File: config.mk
export PLATFORM = sky130hd
export DESIGN_NAME = stim_sequencer
export DESIGN_NICKNAME = d
export VERILOG_FILES = /design/src/rtl/stim_sequencer.sv
export SDC_FILE = /design/constraint.sdc
export NUM_CORES = 1
export LEC_CHECK = 0
export ABC_AREA = 1
export ABC_CLOCK_PERIOD_IN_PS = 2700
export CELL_PAD_IN_SITES_DETAIL_PLACEMENT = 2
export CELL_PAD_IN_SITES_GLOBAL_PLACEMENT = 2
export CORE_MARGIN = 5
export CORE_UTILIZATION = 42
export CTS_CLUSTER_SIZE = 16
export DETAILED_ROUTE_END_ITERATION = 6
export GPL_TIMING_DRIVEN = 1
export PLACE_DENSITY_LB_ADDON = 0.2
export SLEW_MARGIN = 10
export SYNTH_ARGS = -nofsm -noshare
export SYNTH_HDL_FRONTEND = slang
export SYNTH_SLANG_ARGS = --single-unit
File: constraint.sdc
create_clock -name clock -period 2.7 [get_ports clock]
set_clock_uncertainty 0.05 [all_clocks]
set_input_delay 0.675 -clock clock [delete_from_list [all_inputs] [get_ports clock]]
set_output_delay 0.675 -clock clock [all_outputs]
set_load 0.03 [all_outputs]
File: src/rtl/stim_sequencer.sv
// Stimulus replay engine: plays a RAM-held vector program onto a DUT input bus.
// The read path is RAM read register (_p0) followed by the registered vec_out stage.
module stim_sequencer #(
  parameter int WIDTH  = 8,
  parameter int DEPTH  = 16,
  parameter int ADDR_W = 4
) (
  input  logic              clock,
  input  logic              reset,
  input  logic              wr_en,
  input  logic [ADDR_W-1:0] wr_addr,
  input  logic [WIDTH-1:0]  wr_data,
  input  logic              start,
  input  logic              stop,
  input  logic              hold,
  input  logic              loop_mode,
  input  logic [ADDR_W:0]   length,
  output logic [WIDTH-1:0]  vec_out,
  output logic              vec_valid,
  output logic [ADDR_W-1:0] pc,
  output logic              busy,
  output logic              done,
  output logic [15:0]       loop_cnt
);

  typedef enum logic [1:0] {S_IDLE, S_RUN, S_DONE} state_t;

  state_t            r_state;
  state_t            w_state_nxt;
  logic [WIDTH-1:0]  r_ram [DEPTH];
  logic [WIDTH-1:0]  r_rd_p0;
  logic              r_vld_p0;
  logic [WIDTH-1:0]  r_vec;
  logic              r_vec_vld;
  logic [ADDR_W-1:0] r_pc;
  logic [ADDR_W:0]   r_len;
  logic              r_loop;
  logic              r_drain;
  logic [15:0]       r_loop_cnt;
  logic              r_done;

  logic              w_adv;
  logic              w_issue;
  logic              w_last;
  logic              w_start;
  logic              w_stop;
  logic [ADDR_W:0]   w_len;

  function automatic logic [ADDR_W:0] clamp_len(input logic [ADDR_W:0] len);
    if (len > (ADDR_W+1)'(DEPTH)) return (ADDR_W+1)'(DEPTH);
    return len;
  endfunction

  function automatic logic [15:0] sat_inc(input logic [15:0] cnt);
    return (cnt == 16'hFFFF) ? cnt : cnt + 16'd1;
  endfunction

  // w_adv moves the whole pipeline; hold freezes both the read issue and the output landing.
  always_comb begin
    w_adv       = (r_state == S_RUN) && !stop && !hold;
    w_issue     = w_adv && !r_drain;
    w_last      = w_issue && ({1'b0, r_pc} == (r_len - (ADDR_W+1)'(1)));
    w_start     = (r_state == S_IDLE) && start;
    w_stop      = (r_state == S_RUN) && stop;
    w_len       = clamp_len(length);
    w_state_nxt = r_state;
    case (r_state)
      S_IDLE: begin
        if (start) w_state_nxt = (w_len == '0) ? S_DONE : S_RUN;
      end
      S_RUN: begin
        if (stop)                 w_state_nxt = S_IDLE;
        else if (r_drain && !hold) w_state_nxt = S_DONE;
      end
      S_DONE:  w_state_nxt = S_IDLE;
      default: w_state_nxt = S_IDLE;
    endcase
  end

  // p0: vector RAM write port and synchronous read register
  always_ff @(posedge clock) begin
    if (wr_en && ({1'b0, wr_addr} < (ADDR_W+1)'(DEPTH))) r_ram[wr_addr] <= wr_data;
    if (w_issue) r_rd_p0 <= r_ram[r_pc];
  end

  // p1: control state and registered outputs
  always_ff @(posedge clock) begin
    if (reset) begin
      r_state    <= S_IDLE;
      r_pc       <= '0;
      r_len      <= '0;
      r_loop     <= 1'b0;
      r_drain    <= 1'b0;
      r_vld_p0   <= 1'b0;
      r_loop_cnt <= '0;
      r_done     <= 1'b0;
      r_vec      <= '0;
      r_vec_vld  <= 1'b0;
    end else begin
      r_state   <= w_state_nxt;
      r_done    <= (r_state == S_DONE);
      r_vec_vld <= r_vld_p0 && w_adv;
      if (r_vld_p0 && w_adv) r_vec <= r_rd_p0;

      if (w_stop)                          r_vld_p0 <= 1'b0;
      else if (w_adv || r_state != S_RUN) r_vld_p0 <= w_issue;

      // One drain cycle after the final read lets the last vector land before DONE.
      if (w_stop)     r_drain <= 1'b0;
      else if (w_adv) r_drain <= w_last && !r_loop;

      if (w_start) begin
        r_len      <= w_len;
        r_loop     <= loop_mode;
        r_pc       <= '0;
        r_loop_cnt <= '0;
      end else if (w_issue) begin
        if (w_last && r_loop) begin
          r_pc       <= '0;
          r_loop_cnt <= sat_inc(r_loop_cnt);
        end else begin
          r_pc <= r_pc + ADDR_W'(1);
        end
      end
    end
  end

  assign vec_out   = r_vec;
  assign vec_valid = r_vec_vld;
  assign pc        = r_pc;
  assign busy      = (r_state == S_RUN);
  assign done      = r_done;
  assign loop_cnt  = r_loop_cnt;

endmodule

# == Word level (Yosys, flattened, before mapping) ==
# Memories as Yosys holds them, arrays and structs flattened. A register that Yosys moved wholly into a read port is not among the register bits.
# Index checks and enable logic that the tools add are counted.
# word_totals
register_bits,40
out_inout_bits,31
ram_bits,128
memories,1
in_bits,24
elab_cells,55
# mem_list
name,words,word_bits,read_ports,rd_clocked_by_memory_dff,wr,line_no,rtl
r_ram,16,8,1,1,1,30,logic [WIDTH-1:0] r_ram [DEPTH];
# op_classes
eq_ne,7
bitwise,1
addsub,3
magnitude_cmp,1
n_mux,11
n_reduce_logical,21
# op_table
op,count
adder 16 x 1 -> 16 bit (second input constant),1
equality test 16 bit (second input constant),1
logical AND 1 bit,10
2-to-1 mux 5 bit,2
2-to-1 mux 2 bit,4
equality test 4 x 5 -> 1 bit,1
greater-than comparator 5 bit (second input constant),1
logical NOT 5 bit,1
subtractor 5 x 1 -> 5 bit (second input constant),1
adder 4 x 1 -> 4 bit (second input constant),1
logical NOT 1 bit,4
2-to-1 mux 4 bit,1
case mux 2 bit (2 select lines),1
OR reduction 2 bit,2
2-to-1 mux 1 bit,3
inequality test 3 x 2 -> 1 bit (second input constant),1
AND reduction 3 bit,1
equality test 2 x 1 -> 1 bit (second input constant),1
equality test 2 bit (second input constant),1
logical NOT 2 bit,1
inequality test 2 x 1 -> 1 bit (second input constant),1
inequality test 2 bit (second input constant),1
AND reduction 2 bit,1
logical OR 1 bit,1
NOT 1 bit,1

# == Logic depth before layout (Yosys ltp) ==
# depth
ltp_word,7
mapped_depth,14
mapped_depth_nobuf,14

# == Worst setup path after synthesis ==
# OpenSTA, ideal clock, no wires.
# synth_path
path_kind,flip-flop to flip-flop
startpoint,"register r_loop_cnt[0], in the netlist loop_cnt[0]"
endpoint,"register r_loop_cnt[13], in the netlist loop_cnt[13]"
slack_ns,0.810
path_stages_with_launch,15
setup_time_ns,0.110
period_less_slack_ns,1.890
n_path_buf,0
t_required_ns,2.540
t_arrival_ns,1.731
path_cell_list,dfxtp_1 -> ha_1 -> nand2_1 -> nor2_1 -> nand2_1 -> nor2_2 -> inv_1 -> nor2_2 -> nand2_1 -> inv_2 -> nor2_4 -> nand2_1 -> nand2_1 -> inv_1 -> nor2_1
# synth_between
elab_chain_cells,3
elab_cells_between_ends,4
classes_between,add/sub: 1; eq/ne: 1; bitwise: 1; reduce/logical: 1
# synth_rtl
item,line_no,rtl
start: declaration,39,logic [15:0] r_loop_cnt;
start signal: assignment,120,r_loop_cnt <= sat_inc(r_loop_cnt);
branches (longest 3 deep; another with adder 16 x 1 -> 16 bit),-,
# Parallel ways; which one is timed is not known.
# A chain may end at the register's enable or synchronous reset.

# == Worst setup path after layout ==
# layout_path
startpoint,"register r_pc[3], in the netlist pc[3]"
endpoint,output pc[3]
# layout_lines
item,line_no,rtl
start: declaration,35,logic [ADDR_W-1:0] r_pc;
start signal: assignment,122,r_pc <= r_pc + ADDR_W'(1);
end: declaration,20,"output logic [ADDR_W-1:0] pc,"
# No word-level cell between the ends.

==> metrics.txt <==
top fanout value on the critical path 7; Crit. End Element output pin; initial DRC count 346; period utilization 91.99%; relative slew slack 53.47%; flip-flop and latch area 4886 um2; # rows 48; Post-Synthesis Cells 685; clk sinks 176; cell internal pwr 4433 uW; core area 17300 um2; Hold Crit Class reg -> reg; DP Wirelength 15930 um; crit start category flip-flop; Synthesized Nets 712; clock network power share 43.7%; total negative slack 0 ps; Nets 792; Hold Fails Final Rpt 0; starting density of the core 42.85%; status finished clean; antenna violations before repair 1; DR vias 5698; final non-filler cell total 1003; Routed Antenna Nets 0; n_diodes 0; slowest stage delay, CP 760 ps; largest net degree at the start of global routing 45; Crit path arrival time 1760 ps; Syn. warnings 0; layout cell share with drive strength beyond 1 11.44%; clock buffers created by TritonCTS 17; all-layer global routing usage 25.24%; worst slew pin tran 695.8 ps; area of the multi-input gates 2231 um2; first drt pass iteration count 5; clock root buffer clkbuf_16; DRC 0; first-pass GRT wire length 38600 um; Seq/Total Area, Yosys 65.90%; area post-placement 8381 um2; area grow syn2layout 20.98%; Critical Path Start pc[3]$_SDFFE_PP0N_; Seq pwr share 51.7%; Critical path buffers and inverters 1; Post-CTS Setup Bufs 0; total grt overflow 0; worst skew pair latency 450 ps; Mapped Area 7412 um2; CTS tree built; Psw 1351 uW; post-layout min period 2484 ps; IO Port Bufs 54; chip width 142.8 um; Avg WL per Cell 24.56 um; CP Cell Sequence clkdlybuf4s50_1; average size of a mapped cell 10.82 um2; CP Data Required Time 1980 ps; critical path class reg -> out; vias in the first global route 6433; CTS H-tree depth 4; Hold Buf Count CTS 0; GP Congestion 0.8181; LEAKAGE 0.003068 uW; synth unique cells 35; Reg2Reg Launch Point r_len[0]$_SDFFE_PP0P_; I/O Pins 55; cts repair resizes 0; Max VDD drop 0.4716 mV; final setup vio count 0; Slew Viols, Final 0; delay-heaviest family, CP buffers and inverters; Die ar. 20400 um2; Combinational Power Share 4.6%; Highest Clock Rate 402.6 MHz; clock buffer depth 2; Vias/cell 5.681; crit path max-delay cell type clkdlybuf4s50_1; Post-Route WL 24630 um; Final Instance Area 8967 um2; # placed instances 971; Clock Pin Slew Worst Setup and Hold Paths 70 ps; worst hold start vec_out[4]$_SDFFE_PP0P_; power density cells 645.0 nW/um2; setup slack, reg-to-reg 370 ps; sw frac 23.36%; die height 142.8 um; RSZ-0062 raised after global routing false; Max-Cap Viols 0; FF+latch count, synth 176; Fillers 1730
-- sequential cells by signal, indices dropped and copies added, names as in the netlist --
| register | count |
|---|---|
| done | 1 |
| r_ram | 128 |
| vec_valid | 1 |
| r_rd_p0 | 8 |
| r_state | 2 |
| loop_cnt | 16 |
| r_vld_p0 | 1 |
| r_len | 5 |
| r_drain | 1 |
| vec_out | 8 |
| pc | 4 |
| r_loop | 1 |
-- synth_stat cells, drive strengths merged --
cell,number,area [um2]
clkbuf,23,86.33
xnor2,4,35.03
o221ai,25,219.0
o211ai,7,52.55
nand4,13,96.34
nand3b,3,22.52
nor2,123,523.0
nand2,96,375.4
nor4,3,18.77
a31oi,2,27.53
nor3,5,25.02
xor2,5,43.79
clkinv,1,3.750
edfxtp,136,4084
buf,6,38.79
nand3,42,222.7
o21ai,72,360.4
a22oi,1,7.510
dfxtp,40,800.8
a21oi,24,120.1
o22ai,7,43.79
inv,44,167.7
ha,3,37.54
-- worst paths after layout --
kind                                     to  cells after the start
setup / recovery                      pc[3]                      1
hold / removal      vec_out[4]$_SDFFE_PP0P_                      2
hold reg to reg     vec_out[4]$_SDFFE_PP0P_                      2
setup reg to reg  loop_cnt[14]$_SDFFE_PP0P_                     14
-- stage by stage --
step	setup WS, ps	hold WS (ps)	total power [uW]	utilization [%]
final	216.3	420.8	5784	51.84
after global routing	144.3	441.6	5984	51.84
after CTS	193.3	425.5	5837	51.84
after detailed placement	148.3	413.9	3310	48.45
after global placement	262.3	403.9	3283	48.45
after floorplan	809.6	409.2	3161	-
-- area by class of cell --
cell class | count | share of cell area (%)
clock buffer | 19 | 4.828
clock inverter | 13 | 1.716
inverter | 45 | 1.912
multi-input combinational | 435 | 24.88
sequential | 176 | 54.49
tap | 225 | 3.139
timing repair buffer | 90 | 9.041
-- cells in the final DEF (no fill, tap or decap), drive strengths merged, types with 19 or more instances in the layout --
cell type | Yosys | final
buf | 6 | 36
a21oi | 24 | 24
o21ai | 72 | 72
dfxtp | 40 | 40
nand2 | 96 | 96
clkbuf | 23 | 19
nor2 | 123 | 123
inv | 44 | 49
clkdlybuf4s50 | 0 | 54
edfxtp | 136 | 136
nand3 | 42 | 42
o221ai | 25 | 25
-- logic make-up after synthesis --
logic type | Yosys count | synth area share (%)
buffers and inverters | 74 | 4.001
AOI/OAI and AO/OA | 138 | 11.21
DFF | 176 | 65.90
and+or+nand+nor | 285 | 17.32
xor gates and xnor gates | 9 | 1.063
adders and majority gates | 3 | 0.5065
-- metal layers --
layer | part of all wire (%) | GRT usage, %
met1 | 42 | 30.80
met2 | 52 | 44.81
met3 | 3.5 | 4.421
met4 | 2.9 | 9.255
met5 | 0.053 | 0
-- power groups by stage --
stage	combinational, uW	clock [uW]	sequential (uW)
after floorplan	126	0	3040
after global placement	241	0	3040
after detailed placement	263	0	3050
after CTS	271	2580	2990
after global routing	291	2700	2990
final	268	2530	2990
Power figures use the tool's default switching activity.
